===== src/rtl/mdlu_iterative.sv =====
// Iterative multiply/divide unit owning the HI/LO registers.
// Shift-add multiply and restoring divide on magnitudes, sign-fixed in one extra cycle.
module mdlu_iterative #(
  parameter int WIDTH = 32
) (
  input  logic             clock,
  input  logic             reset,
  input  logic             start,
  input  logic [2:0]       op,
  input  logic [WIDTH-1:0] a,
  input  logic [WIDTH-1:0] b,
  output logic             busy,
  output logic             done,
  output logic             div_by_zero,
  output logic [WIDTH-1:0] hi,
  output logic [WIDTH-1:0] lo
);

  localparam int CW = $clog2(WIDTH);

  typedef enum logic [2:0] {
    OP_MULT  = 3'd0,
    OP_DIV   = 3'd1,
    OP_ZERO  = 3'd2,
    OP_MULTU = 3'd3,
    OP_DIVU  = 3'd4,
    OP_MTHI  = 3'd5,
    OP_MTLO  = 3'd6,
    OP_NOP   = 3'd7
  } op_e;

  typedef enum logic [1:0] {S_IDLE, S_RUN, S_FIX, S_DONE} state_e;

  state_e           state_q, state_d;
  logic [CW-1:0]    cnt_q, cnt_d;
  logic [WIDTH-1:0] acc_q, acc_d;    // product upper half / partial remainder
  logic [WIDTH-1:0] mq_q, mq_d;      // multiplier / dividend shifting into quotient
  logic [WIDTH-1:0] opb_q, opb_d;    // multiplicand / divisor magnitude
  logic             is_div_q, is_div_d;
  logic             neg_q, neg_d;
  logic             rneg_q, rneg_d;
  logic             dbz_q, dbz_d;
  logic [WIDTH-1:0] hi_q, hi_d;
  logic [WIDTH-1:0] lo_q, lo_d;

  op_e              op_in;
  logic             signed_op, a_neg, b_neg;
  logic [WIDTH-1:0] a_mag, b_mag;
  logic [WIDTH:0]   mul_sum;
  logic [WIDTH:0]   div_shift;
  logic             div_ge;
  logic [WIDTH-1:0] div_sub;
  logic [2*WIDTH-1:0] prod;

  assign op_in     = op_e'(op);
  assign signed_op = (op_in == OP_MULT) || (op_in == OP_DIV);
  assign a_neg     = signed_op & a[WIDTH-1];
  assign b_neg     = signed_op & b[WIDTH-1];
  assign a_mag     = a_neg ? -a : a;
  assign b_mag     = b_neg ? -b : b;

  assign mul_sum   = {1'b0, acc_q} + (mq_q[0] ? {1'b0, opb_q} : '0);
  assign div_shift = {acc_q, mq_q[WIDTH-1]};
  assign div_ge    = div_shift >= {1'b0, opb_q};
  assign div_sub   = WIDTH'(div_shift - {1'b0, opb_q});
  assign prod      = {acc_q, mq_q};

  always_comb begin
    // NOTE: every _d defaults to its _q first so no path leaves a signal unassigned (no latches).
    state_d  = state_q;
    cnt_d    = cnt_q;
    acc_d    = acc_q;
    mq_d     = mq_q;
    opb_d    = opb_q;
    is_div_d = is_div_q;
    neg_d    = neg_q;
    rneg_d   = rneg_q;
    dbz_d    = dbz_q;
    hi_d     = hi_q;
    lo_d     = lo_q;

    unique case (state_q)
      S_IDLE, S_DONE: begin
        state_d = S_IDLE;
        if (start) begin
          dbz_d   = 1'b0;
          state_d = S_DONE;
          unique case (op_in)
            OP_MULT, OP_MULTU: begin
              acc_d    = '0;
              mq_d     = b_mag;
              opb_d    = a_mag;
              cnt_d    = '0;
              is_div_d = 1'b0;
              neg_d    = a_neg ^ b_neg;
              rneg_d   = 1'b0;
              state_d  = S_RUN;
            end
            OP_DIV, OP_DIVU: begin
              if (b == '0) begin
                // Divide by zero skips the iterations and leaves HI/LO untouched.
                dbz_d   = 1'b1;
                state_d = S_FIX;
              end else begin
                acc_d    = '0;
                mq_d     = a_mag;
                opb_d    = b_mag;
                cnt_d    = '0;
                is_div_d = 1'b1;
                neg_d    = a_neg ^ b_neg;
                rneg_d   = a_neg;
                state_d  = S_RUN;
              end
            end
            OP_ZERO: begin
              hi_d = '0;
              lo_d = '0;
            end
            OP_MTHI: hi_d = a;
            OP_MTLO: lo_d = a;
            default: ;
          endcase
        end
      end
      S_RUN: begin
        if (is_div_q) begin
          acc_d = div_ge ? div_sub : div_shift[WIDTH-1:0];
          mq_d  = {mq_q[WIDTH-2:0], div_ge};
        end else begin
          acc_d = mul_sum[WIDTH:1];
          mq_d  = {mul_sum[0], mq_q[WIDTH-1:1]};
        end
        cnt_d = cnt_q + 1'b1;
        if (cnt_q == CW'(WIDTH - 1)) state_d = S_FIX;
      end
      S_FIX: begin
        if (!dbz_q) begin
          if (is_div_q) begin
            lo_d = neg_q  ? -mq_q  : mq_q;
            hi_d = rneg_q ? -acc_q : acc_q;
          end else begin
            {hi_d, lo_d} = neg_q ? -prod : prod;
          end
        end
        state_d = S_DONE;
      end
      default: state_d = S_IDLE;
    endcase
  end

  // NOTE: sequential state uses non-blocking assignments so all flops update together.
  always_ff @(posedge clock) begin
    // NOTE: datapath registers are reset too, so an abandoned operation leaves nothing behind.
    if (reset) begin
      state_q  <= S_IDLE;
      cnt_q    <= '0;
      acc_q    <= '0;
      mq_q     <= '0;
      opb_q    <= '0;
      is_div_q <= 1'b0;
      neg_q    <= 1'b0;
      rneg_q   <= 1'b0;
      dbz_q    <= 1'b0;
      hi_q     <= '0;
      lo_q     <= '0;
    end else begin
      state_q  <= state_d;
      cnt_q    <= cnt_d;
      acc_q    <= acc_d;
      mq_q     <= mq_d;
      opb_q    <= opb_d;
      is_div_q <= is_div_d;
      neg_q    <= neg_d;
      rneg_q   <= rneg_d;
      dbz_q    <= dbz_d;
      hi_q     <= hi_d;
      lo_q     <= lo_d;
    end
  end

  assign busy        = (state_q == S_RUN) || (state_q == S_FIX);
  assign done        = (state_q == S_DONE);
  assign div_by_zero = (state_q == S_DONE) && dbz_q;
  assign hi          = hi_q;
  assign lo          = lo_q;

endmodule


===== config.mk =====
export PLATFORM = sky130hd
export DESIGN_NAME = mdlu_iterative
export DESIGN_NICKNAME = d
export VERILOG_FILES = /design/src/rtl/mdlu_iterative.sv
export SDC_FILE = /design/constraint.sdc
export NUM_CORES = 1
export LEC_CHECK = 0
export CAP_MARGIN = 20
export CORE_MARGIN = 1.5
export CORE_UTILIZATION = 55
export DETAILED_ROUTE_END_ITERATION = 16
export GPL_TIMING_DRIVEN = 1
export PLACE_DENSITY = 0.75
export SETUP_SLACK_MARGIN = 0.2
export SLEW_MARGIN = 20
export SYNTH_ARGS = -nofsm -noshare
export SYNTH_HDL_FRONTEND = slang
export SYNTH_SLANG_ARGS = --single-unit

===== constraint.sdc =====
create_clock -name clock -period 6.4 [get_ports clock]
set_clock_uncertainty 0.1 [all_clocks]
set_input_delay 0.96 -clock clock [delete_from_list [all_inputs] [get_ports clock]]
set_output_delay 0.96 -clock clock [all_outputs]
set_load 0.01 [all_outputs]

======== Yosys cells after proc, flatten, opt, wreduce, memory -nomap -nowiden ========
Index checks and enable logic that the tools add are counted.
operators by class
  reductions and logical operators ........ 17
  mux-type cells .......................... 46
  order comparisons ....................... 1
  add/subtract/negate cells ............... 8
  bitwise logic cells ..................... 3
  equality and inequality tests ........... 18
operators with widths
  operator                                               number
  2-to-1 mux 32 bit                                      19
  case mux 32 bit (2 select lines)                       9
  negator 32 bit                                         4
  2-to-1 mux 64 bit                                      1
  negator 64 bit                                         1
  adder 32 x 32 -> 33 bit                                1
  >= comparator 33 x 32 -> 1 bit                         1
  logical NOT 32 bit                                     1
  subtractor 32 bit                                      1
  case mux 5 bit (2 select lines)                        2
  AND reduction 4 bit                                    4
  2-to-1 mux 5 bit                                       2
  == test 3 bit, second input constant                   3
  inequality test 3 x 1 -> 1 bit, second input constant  3
  inequality test 2 bit, second input constant           4
  == test 3 x 2 -> 1 bit, second input constant          2
  2-to-1 mux 2 bit                                       3
  case mux 1 bit (2 select lines)                        3
  case mux 2 bit (3 select lines)                        1
  nonzero test 2 bit                                     3
  OR reduction 2 bit                                     3
  adder 5 x 1 -> 5 bit, second input constant            1
  == test 5 bit, second input constant                   1
  2-to-1 mux 1 bit                                       5
  other kinds (12)                                       15
storage, ports and cells
  output and inout bits ................... 67
  bits in registers ....................... 171
  word-level logic and storage cells ...... 104
  bits of input ports ..................... 70

======== Logic depth before layout (Yosys ltp) ========
  depth in word-level cells ............... 8
  depth in mapped cells ................... 14
  depth with buffers taken out ............ 13

======== Least setup slack after synthesis ========
OpenSTA, ideal clock, no wires.
  kind .................................... in2reg
  start ................................... in b[17]
  end ..................................... reg acc_q[10]
  setup time .............................. 0.122 ns
  stages on the path ...................... 9
  data required time ...................... 6.178 ns
  data arrival time ....................... 3.287 ns
  path buffers ............................ 2
  path slack .............................. 2.891 ns
  cell sequence ........................... or4_4 -> or3_1 -> buf_2 -> nor4_4 -> nand3_4 -> o2111a_2 -> and2_4 -> buf_6 -> a221o_1
between the ends
  cells in the longest elaborated chain, start to end .. 3
RTL lines
  element                          RTL line  source
  start: declaration               11        input logic [WIDTH-1:0] b,
  logical NOT 32 bit               100       if (b == '0) begin
  inequality test 3 bit (no line)  -
  AND reduction 4 bit (no line)    -
  end signal: assignment           157       acc_q <= '0;
  end signal: assignment           169       acc_q <= acc_d;
  end: declaration                 36        logic [WIDTH-1:0] acc_q, acc_d;
Every way passes these cells.
A chain may end at the register's enable or synchronous reset.

======== Worst setup path in the final report ========
  start ................................... reg mq_q[0]
  end ..................................... reg acc_q[24]
between the ends
  cells in the longest elaborated chain, start to end .. 4
RTL lines
  element                           RTL line  source
  start: declaration                37        logic [WIDTH-1:0] mq_q, mq_d;
  start signal: assignment          170       mq_q <= mq_d;
  2-to-1 mux 32 bit                 62        assign mul_sum = {1'b0, acc_q} + (mq_q[0] ? {1'b0, opb_q} : '0);
  adder 32 x 32 -> 33 bit           62
  2-to-1 mux 32 bit                 126       if (is_div_q) begin
  case mux 32 bit (2 select lines)  82        unique case (state_q)
Every way passes these cells.

==> impl_metrics.yaml <==
outcome:
  status: "finished clean"
logic_synthesis:
  syn_nets: 2236
  synth_area_um2: 15200
  synth.top_cell.area_share_pct: 22.5
  yosysTopAreaCell: "dfxtp_1"
  yosys_warnings: 0
  synth_cell_types: 88
  ys_seq_elements: 171
  synthTopCellsByArea: "dfxtp_1 (23%), ha_1 (6.0%), nor2_1 (5.9%)"
  ys_seq_area_share_pct: 22.5
  ys.flop_type: "dfxtp_1"
  ys_async_sr_fraction_pct: 0
  synth-edff-count: 0
  syn_inst: 2091
  synth.avg_cell_area_um2: 7.27
placed_design:
  dp_cells: 2436
  io_buffers: 136
  finalWeightedCongestion: 0.997
  hpwlAfterDp_mm: 43.6
power_and_ir_drop:
  power_w: 0.00618
  p_sw_w: 0.00291
  seq_power_share_pct: 27.5
  vdd_ir_drop_max_mv: 0.239
  p_comb_share_pct: 55.1
  p_clk_share_pct: 17.4
  sw_frac_of_total_pct: 47.1
  power_density_nw_per_um2: 362
  intPower_w: 0.00327
  leakagePower_nw: 6.56
timing:
  final-setup-viol-count: 0
  max_freq_ghz: 0.227
  slew_violations: 0
  rsz0062_at_grt: "no"
  hold_viol_final: 0
  fin_crit_ps: 4410
  worst_pin_slew_ps: 1060
  post-route-period-util_pct: 68.9
  tns_ps: 0
  relSlewSlack_pct: 28.4
route:
  drt-total-wl_mm: 57.0
  num_vias: 16700
  wl_per_cell_um: 23.1
  drt_iter0_drc: 2270
  route.detailed.drc: 0
  ant_nets: 0
  viasPerCell: 6.78
  first_pass_iters: 6
finish:
  area_growth_syn_to_layout_pct: 12.1
  layout-drive-gt1-share_pct: 5.64
  final_common_cell: "nor2_1"
  nets: 2260
  multi_input_area_um2: 10800
  fill_cells: 2524
  final_cell_mix: "nor2_1 (239), nand2_1 (203), a21oi_1 (173)"
  n_antenna_cell: 0
  fin_cells: 2469
  seq_area_um2: 3420
worst_setup_path:
  r2r_slack_ps: 1990
  r2r_end: "acc_q[24]"
  r2r-start: "mq_q[0]"
  start_kind: "flip-flop"
  worstPathRequired_ps: 6630
  worst_r2r_path_depth: 13
  endpoint_kind: "flip-flop"
  path_max_fanout: 19
  path_class: "flip-flop to flip-flop"
  critical_path_arrival_ps: 4640
grt:
  grt_max_degree: 71
  grt_pass1_wl_mm: 86.9
  antenna_found_initial: 1
  grt_remaining_overflow: 0
  grt.total_usage_pct: 39.3
  grt_pass1_vias: 14900
min_path:
  hold_class: "flip-flop to flip-flop"
  hold_end: "opb_q[25]"
  holdPathStages: 2
  hold_start: "opb_q[25]"
cts:
  root_buffer: "clkbuf_16"
  cts_made_buffers: 17
  cts-resized-gates: 0
  cts.reportedPaths.clkPinSlew_ps: 70
  clockBufferDepth: 2
  postCtsHoldBufs: 0
  cts_setup_buffers: 0
  cts.htree.levels: 4
  cts_tree: "built"
  cts_num_sinks: 171
  worst_skew_pair.late_latency_ps: 450
floorplan:
  die_y_um: 169
  ios: 137
  initial_core_util_pct: 56.3
  core_um2: 27000
  dieArea_um2: 28700
  die_w_um: 169
  fp-row-count: 60
job:
  max_cap_viol_count: 0
## area by class of cell
type	count	area share, %
multi-input combinational	1697	63.5
tap	341	2.50
clock buffer	18	2.52
clock inverter	14	0.910
sequential	171	20.1
inverter	71	1.56
timing repair buffer	157	8.92
## state kept, by name, summed over array words and instances, names as in the netlist
name,cells
hi,32
cnt_q,5
acc_q,32
is_div_q,1
rneg_q,1
opb_q,32
dbz_q,1
mq_q,32
neg_q,1
state_q,2
lo,32
## routing by layer
layer	share of wire (%)	up-vias	track usage [%]
met5	0	-	0
met4	3.7	0	14.6
met3	11	141	7.07
met2	43	1067	59.4
met1	43	7854	55.7
li1	-	7684	-
## how the worst max path moves through the flow
stage               depth (start not counted)   endpoint  slack, ps  startpoint
finish                                     13  acc_q[24]       1990     mq_q[0]
global route                               13  acc_q[31]       1620     mq_q[0]
CTS                                        13  acc_q[24]       2090     mq_q[0]
detailed placement                         10  acc_q[26]       1710        b[2]
global placement                           10  acc_q[11]       1800       b[10]
floorplan                                   9  acc_q[10]       2890       b[17]
## power groups by stage
stage	combinational, W	clock [W]	sequential, W
floorplan	0.00223	0	0.00167
global placement	0.00325	0	0.00169
detailed placement	0.00329	0	0.00170
CTS	0.00331	0.00107	0.00168
global route	0.00369	0.00111	0.00173
finish	0.00341	0.00108	0.00170
## stage by stage
step	utilization, %	setup WS [ps]	instance area (um2)	hold WS [ps]
4_1_cts	63.0	2090	17000	353
2_1_floorplan	-	2890	15200	332
6_report	63.1	1990	17100	351
3_3_place_gp	60.9	1800	16400	339
3_5_place_dp	60.9	1710	16400	345
5_1_grt	63.1	1620	17100	367
## worst max-delay path, stage by stage, from the launching register on
cell      delay [ps]
dfxtp_1          300
buf_4            150
inv_1            580
nor2_1           120
ha_1             390
o211ai_1         110
o21a_1           240
a211oi_1         440
nor3_1           180
o41ai_1          980
a21oi_1          210
xor2_1           200
nor2_1            50
a221o_1          250
## cell families (layout without fill, tap and decap cells)
logic type | Yosys count | after routing | synth area share (%)
compound gates | 685 | 685 | 29.6
xor+xnor | 172 | 172 | 9.91
fa+ha+maj | 75 | 75 | 6.27
buf+inv | 223 | 260 | 6.52
flops | 171 | 171 | 22.5
mux | 38 | 38 | 2.70
simple gates | 727 | 727 | 22.5
## cells in the mapped netlist (all sizes together) (5+ instances only)
master  instances
a211oi         60
a21o           31
a21oi         175
a221o           8
a221oi         60
a22o            7
a22oi          10
a311oi          7
a31oi          14
a32oi           5
and2           17
and3           13
buf            27
clkbuf        124
dfxtp         171
ha             73
inv            71
mux2           24
mux2i          14
nand2         204
nand2b         19
nand3          50
nand4          12
nor2          242
nor2b          12
nor3           78
nor4           23
o211ai         37
o21a           13
o21ai         166
o21bai          7
o221ai          7
o31ai          18
o41ai          20
or2             9
or3            15
or4            17
xnor2          98
xor2           74
Note: power is estimated with default switching activity, not from simulation.
